<file path="src/rtl/demux6to1_buf.sv">
// demux6to1_buf: steers one flit stream into six 2-deep per-channel FIFOs by select code,
// so a stalled output only blocks flits addressed to it.
module demux6to1_buf #(
  parameter int WIDTH = 16
) (
  input  logic               clk,
  input  logic               reset,
  input  logic [WIDTH-1:0]   in_data,
  input  logic [2:0]         in_sel,
  input  logic               in_valid,
  output logic               in_ready,
  output logic [6*WIDTH-1:0] out_data,
  output logic [5:0]         out_valid,
  input  logic [5:0]         out_ready
);
  logic [2:0]       dst;
  logic [1:0]       cnt  [6];
  logic [WIDTH-1:0] head [6];
  logic [WIDTH-1:0] tail [6];
  // sel[1] is ignored for the upper two channels
  assign dst      = in_sel[2] ? {2'b10, in_sel[0]} : {1'b0, in_sel[1:0]};
  assign in_ready = (cnt[dst] != 2'd2) || out_ready[dst];
  for (genvar i = 0; i < 6; i++) begin : g_ch
    logic       push;
    logic       pop;
    logic [1:0] nxt;
    assign push                        = in_valid && in_ready && (dst == 3'(i));
    assign pop                         = out_valid[i] && out_ready[i];
    assign out_valid[i]                = cnt[i] != 2'd0;
    assign out_data[i*WIDTH +: WIDTH]  = head[i];
    assign nxt                         = cnt[i] + {1'b0, push} - {1'b0, pop};
    // new flit lands in head when it ends up the only entry, otherwise behind it
    always_ff @(posedge clk or posedge reset) begin
      if (reset) begin
        cnt[i]  <= 2'd0;
        head[i] <= '0;
        tail[i] <= '0;
      end else begin
        cnt[i] <= nxt;
        if (pop && cnt[i] == 2'd2) head[i] <= tail[i];
        else if (push && nxt == 2'd1) head[i] <= in_data;
        if (push && nxt == 2'd2) tail[i] <= in_data;
      end
    end
  end
endmodule

</file>
<file path="config.mk">
export PLATFORM = sky130hd
export DESIGN_NAME = demux6to1_buf
export DESIGN_NICKNAME = d
export VERILOG_FILES = /design/src/rtl/demux6to1_buf.sv
export SDC_FILE = /design/constraint.sdc
export NUM_CORES = 1
export LEC_CHECK = 0
export CAP_MARGIN = 20
export CORE_ASPECT_RATIO = 0.8
export CORE_MARGIN = 2
export CORE_UTILIZATION = 42
export CTS_CLUSTER_SIZE = 24
export DETAILED_ROUTE_END_ITERATION = 16
export PLACE_DENSITY = 0.72
export RECOVER_POWER = 100
export SLEW_MARGIN = 20
export SYNTH_ARGS = -nofsm -noshare
export SYNTH_HDL_FRONTEND = slang
export SYNTH_SLANG_ARGS = --single-unit
</file>
<file path="constraint.sdc">
create_clock -name clk -period 7.1 [get_ports clk]
set_clock_uncertainty 0.1 [all_clocks]
set_input_delay 1.42 -clock clk [delete_from_list [all_inputs] [get_ports clk]]
set_output_delay 1.42 -clock clk [all_outputs]
set_load 0.05 [all_outputs]
</file>
==> key figures, run 1 <==
Outcome
  – Status: finished, violations left
  – Failing checks: max-capacitance violations, max-slew violations

Power
  – Pwr Total: 5.928 mW
  – PwrDens: 533.1 mW/mm²
  – Leakage: 5.564 nW
  – Peak VDD IR: 0.3462 mV

Setup path
  – CP Cell Sequence: dlygate4sd3_1, nor4b_1, o21ai_0, ha_1, inv_1, ha_1, xnor3_1, nor3_1, mux2_2
  – Type of origin of the critical path: input pin
  – Reg2reg start: cnt[0]
  – Worst path slowest cell: nor3_1
  – CP Capture Type: flop
  – Register-to-Register Path Depth: 8
  – Worst path max stage delay: 1.71 ns
  – R2R setup slack: 2.74 ns
  – Type of the worst setup path: in -> reg
  – CP Data Arrival Time: 5.87 ns
  – Crit-path most repeated cell: ha_1
  – R2r endpoint: tail[6]
  – Worst EP required: 7.36 ns
  – Worst Path Max Fanout: 16

Hold path
  – Worst Hold Depth: 1
  – Worst hold path endpoint: tail[85]
  – Hold_sp: tail[85]
  – Worst Hold Class: reg -> reg

Global routing
  – Initial antenna violation count: 0
  – GRT Resource Usage Total: 17.35%
  – Global route overflow: 0
  – Pin count of the biggest net entering global routing: 90
  – Global-route wire length before repair: 31820 µm
  – Vias in the first global route: 5727

Final layout
  – Share of cells above drive strength 1: 16.65%
  – Inserted Diodes: 0
  – Register Area: 0.005105 mm²
  – Fin nets: 873
  – Non-Filler Instances: 1122
  – Fillcell total: 1914
  – Area of the multi-input gates: 0.003562 mm²
  – Utilization after layout: 51.72%
  – Area grow syn2layout: 21.44%
  – Final instance area: 0.01112 mm²

Detailed routing
  – Routed Antenna Nets: 0
  – WL per Instance: 17.46 µm
  – Post-route DRC: 0
  – DR pass1 iterations: 4
  – DR vias/cell: 5.183
  – Vias: 5815
  – Initial drt markers: 403
  – Final wirelength: 19590 µm

Placed design
  – Dpl cells: 1086
  – Area after DPL: 0.01061 mm²
  – DP HPWL: 13350 µm
  – IO Port Bufs: 130
  – DP Worst Slack: 1.904 ns
  – Gpl congestion: 0.7426

Clock tree
  – Root buffer cell: clkbuf_16
  – Setup bufs post-CTS: 0
  – H-tree depth: 1
  – CTS sink count: 204
  – CTS tree: done
  – Clock transition at path regs: 0.06 ns
  – Clk_lat worst skew: 0.49 ns
  – CTS Buffer Depth: 3
  – Cts repair resizes: 0
  – CTS buffer count: 20
  – # hold bufs at CTS: 0

Timing
  – Slew HR: -158.0%
  – Setup violations, final: 0
  – Period utilisation layout: 78.96%
  – Final hold vios: 0
  – Tmin final: 5.606 ns
  – Worst hold margin: 0.3869 ns
  – PnR worst setup slack: 1.494 ns
  – Fmax: 178.4 MHz
  – Fin. max-slew vios: 243
  – RSZ-0062 raised after global routing: false
  – Slew @ Worst Pin: 3.849 ns
  – Post-route setup TNS: 0 ns

Yosys
  – Post-synthesis sequential area ratio: 55.75%
  – Mean Syn Cell Area: 12.74 µm²
  – Yosys reg bits: 204
  – Synthesis Warnings: 0
  – Synth Cell Area: 0.009158 mm²
  – Syn Nets: 759
  – Synth Instances: 719
  – Count of cell types in the netlist: 31

Flow run
  – Max cap viols: 10

Floorplan
  – Die Area: 0.02301 mm²
  – Die width: 169.1 µm
  – Ports: 131
  – Row cnt: 48
  – Starting Density: 42.59%
  – Die Ht: 136.1 µm
  – Core Box Area: 0.02150 mm²
[cells in the mapped netlist (all sizes together)]
cell,number,area [µm²]
o31a,1,8.760
and3,1,6.260
nor2,96,360.4
nand3b,6,45.04
or2,6,37.54
o21ai,4,31.28
clkbuf,34,127.6
nor3,6,97.59
inv,13,48.80
o2111ai,4,93.84
buf,13,146.4
xnor3,6,137.6
and3b,1,8.760
mux2i,97,970.9
or3b,2,17.52
mux4,2,45.04
nand2,3,11.26
nand4,2,25.02
and4b,1,10.01
nor4b,1,23.77
ha,12,150.1
and4bb,2,25.02
dfrtp,204,5105
mux2,96,1081
and2,6,37.54
a21oi,96,480.5
nand2b,4,25.02
[state kept, by name, indices dropped and copies added (netlist names)]
| signal | count |
|---|---|
| out_data | 96 |
| tail | 96 |
| cnt | 12 |
[worst max-delay path by stage]
stage / start / endpoint / slack, ns / cells past startpoint
2_1_floorplan: reset / cnt[0] / 0.01 / 1
3_3_place_gp: in_sel[0] / in_ready / 1.92 / 4
3_5_place_dp: in_sel[0] / in_ready / 1.90 / 4
4_1_cts: in_sel[0] / in_ready / 1.91 / 4
5_1_grt: in_sel[0] / tail[92] / 1.13 / 9
6_report: in_sel[0] / tail[91] / 1.49 / 9
[area by class of cell]
cell class / instances / area share [%]
inverters: 13 / 0.4500
clock buffers: 30 / 5.479
clock inverters: 6 / 0.7201
multi-input cells: 455 / 32.03
well taps: 275 / 3.094
flip-flops and latches: 204 / 45.90
repair buffers: 139 / 12.32
[kinds of logic after synthesis]
logic type | share of synthesized area [%]
adders and majority gates | 1.640
and+or+nand+nor | 7.979
AOI/OAI and AO/OA | 6.709
muxes | 22.90
DFF | 55.75
xor gates and xnor gates | 1.503
buffers and inverters | 3.525
[placed cells by master (no fill, tap or decap), types with 12 or more instances in the layout]
cell type          n
mux2_2            90
nor2_1            96
a21oi_1           96
dlygate4sd3_1    105
dfrtp_1          204
inv_1             12
mux2i_1           97
ha_1              12
clkbuf_16         21
clkdlybuf4s50_1   25
[power breakdown]
part | switching [mW] | total [mW] | internal [mW]
Combinational | 1.75 | 2.76 | 1.01
Sequential | 0.333 | 2.07 | 1.74
Clock | 0.433 | 1.10 | 0.666
Total | 2.51 | 5.93 | 3.41
[metal layers]
metal	part of all wire [%]	up-vias	wire length [µm]	track usage, %
li1	-	2739	-	-
met1	50	2913	9713	26.27
met2	44	141	8656	26.57
met3	4.8	22	933	2.999
met4	1.5	0	286	3.039
met5	0	-	0	0
[critical path, delay by kind of cell]
| family | cells | cell delay [ns] |
|---|---|---|
| and+or+nand+nor | 2 | 2.26 |
| buffers and inverters | 2 | 0.72 |
| adders and majority gates | 2 | 0.46 |
| muxes | 1 | 0.45 |
| AOI/OAI and AO/OA | 1 | 0.28 |
| xor gates and xnor gates | 1 | 0.25 |
(Power assumes the default switching activity.)
==> run 2, diff against run 1 <==
- PLACE_DENSITY: 0.72 -> 0.69
- clock period: 7.1 -> 5.6 ns (I/O delays scaled with it)
==> key figures, run 2 (synthesis gave the netlist of run 1 again) <==
Outcome
  – Status: finished, violations left
  – Failing checks: max-capacitance violations, max-slew violations

Floorplan
  – Core Box Area: 0.02150 mm² (unchanged)
  – Starting Density: 42.59% (unchanged)
  – Row cnt: 48 (unchanged)
  – Ports: 131 (unchanged)
  – Die width: 169.1 µm (unchanged)
  – Die Area: 0.02301 mm² (unchanged)
  – Die Ht: 136.1 µm (unchanged)

Timing
  – Slew @ Worst Pin: 2.049 ns (-1.800 ns)
  – Post-route setup TNS: 0 ns (unchanged)
  – Period utilisation layout: 84.31%
  – Fmax: 211.8 MHz
  – Final hold vios: 0 (unchanged)
  – Setup violations, final: 0 (unchanged)
  – PnR worst setup slack: 0.8785 ns (-0.6151 ns)
  – Tmin final: 4.722 ns
  – RSZ-0062 raised after global routing: false
  – Fin. max-slew vios: 105 (-57%)
  – Slew HR: -36.75% (+120 points)

Setup path
  – Worst EP required: 5.85 ns (-1.51 ns)
  – Type of the worst setup path: in -> reg
  – CP Data Arrival Time: 4.97 ns (-0.90 ns)
  – Register-to-Register Path Depth: 8 (unchanged)
  – Buf+Inv Stages, Crit Path: 3 (+1)
  – Type of origin of the critical path: input pin
  – Worst path slowest cell: clkbuf_1
  – Worst Path Max Fanout: 16 (unchanged)
  – Top delay family on crit path: buffers and inverters
  – Crit-path most repeated cell: ha_1
  – CP Cell Sequence: dlygate4sd3_1, nor4b_1, o21ai_0, ha_1, inv_1, ha_1, xnor3_1, o2111ai_1, clkbuf_1, mux2i_1, a21oi_1
  – Worst path max stage delay: 0.93 ns (-0.78 ns)
  – CP Capture Type: flop
  – Critical Path Stages: 11 (+2)

Detailed routing
  – Post-route DRC: 0 (unchanged)
  – Initial drt markers: 324 (-20%)
  – DR pass1 iterations: 4 (unchanged)
  – DR vias/cell: 5.108 (-1.4%)
  – Vias: 5726 (-1.5%)
  – WL per Instance: 17.41 µm (-0.27%)
  – Final wirelength: 19520 µm (-0.36%)
  – Routed Antenna Nets: 0 (unchanged)

Global routing
  – Global-route wire length before repair: 31150 µm (-2.1%)
  – GRT Resource Usage Total: 17.15% (-0.20 points)
  – Global route overflow: 0 (unchanged)
  – Pin count of the biggest net entering global routing: 189 (+110%)
  – Initial antenna violation count: 0 (unchanged)
  – Vias in the first global route: 5611 (-2.0%)

Placed design
  – DP HPWL: 13020 µm (-2.5%)
  – Gpl congestion: 0.7637 (+2.8%)
  – DP Worst Slack: 1.012 ns (-0.8922 ns)
  – IO Port Bufs: 130 (unchanged)

Clock tree
  – Clk_lat worst skew: 0.49 ns (about the same)
  – H-tree depth: 1 (unchanged)
  – CTS tree: done
  – CTS Buffer Depth: 3 (unchanged)
  – # hold bufs at CTS: 0 (unchanged)
  – Setup bufs post-CTS: 0 (unchanged)
  – Clock transition at path regs: 0.06 ns (about the same)
  – Root buffer cell: clkbuf_16
  – Cts repair resizes: 0 (unchanged)
  – CTS buffer count: 21 (+5.0%)
  – CTS sink count: 204 (unchanged)

Final layout
  – Most frequent cells in the layout: dfrtp_1, dlygate4sd3_1, mux2i_1
  – Share of cells above drive strength 1: 17.73% (+1.1 points)
  – Fillcell total: 1916 (+0.10%)
  – Commonest non-fill, non-tap cell in the layout: dfrtp_1
  – Fin nets: 874 (+0.11%)
  – Area grow syn2layout: 21.72%
  – Inserted Diodes: 0 (unchanged)

Hold path
  – Worst Hold Depth: 1 (unchanged)
  – Worst Hold Class: reg -> reg

Power
  – Leakage: 5.563 nW (about the same)
  – PwrDens: 669.0 mW/mm² (+25%)
  – Peak VDD IR: 0.3741 mV (+8.0%)

Flow run
  – Max cap viols: 4 (-6)
==> run 2: path summary, 6_finish.rpt <==
kind / slack (ns) / endpoint / from
setup / recovery: 0.88 / out_data[11] / in_sel[0]
hold / removal: 0.39 / tail[84] / tail[84]
setup reg to reg: 2.09 / tail[4] / cnt[0]
hold reg to reg: 0.39 / tail[84] / tail[84]
max in group asynchronous: 1.90 / out_data[37] / reset
min in group asynchronous: 1.07 / tail[28] / reset
==> run 2: area by class of cell <==
class | count | area (µm²) | area share [%]
clock buffers | 30 | 619.3 | 5.556
flip-flops and latches | 204 | 5105 | 45.80
multi-input cells | 455 | 3598 | 32.28
repair buffers | 139 | 1405 | 12.61
clock inverters | 5 | 25.02 | 0.2245
well taps | 275 | 344.1 | 3.087
inverters | 13 | 50.05 | 0.4490
==> run 2: layer usage <==
| metal | GRT usage [%] | up-vias | wire, µm |
|---|---|---|---|
| met5 | 0 | - | 0 |
| met3 | 2.562 | 24 | 721 |
| met1 | 25.84 | 2852 | 9835 |
| met2 | 26.28 | 110 | 8611 |
| li1 | - | 2740 | - |
| met4 | 3.894 | 0 | 350 |
==> run 2: power breakdown <==
part | switching [mW] | internal, mW | total [mW]
registers | 0.425 | 2.20 | 2.63
clock network | 0.549 | 0.763 | 1.31
logic | 2.23 | 1.29 | 3.52
==> run 2: through the flow <==
stage                     utilization (%)  instance area, µm²  cells  hold slack (ns)  power (mW)
after global routing                51.84               11150   1121           0.3993       7.902
after global placement              49.19               10580   1081           0.3675       6.343
after floorplan                         -                9161    719           0.3588       5.257
after detailed placement            49.26               10590   1082           0.3754       6.418
after CTS                           52.25               11230   1117           0.3894       7.765
final                               51.84               11150   1121           0.3872       7.457
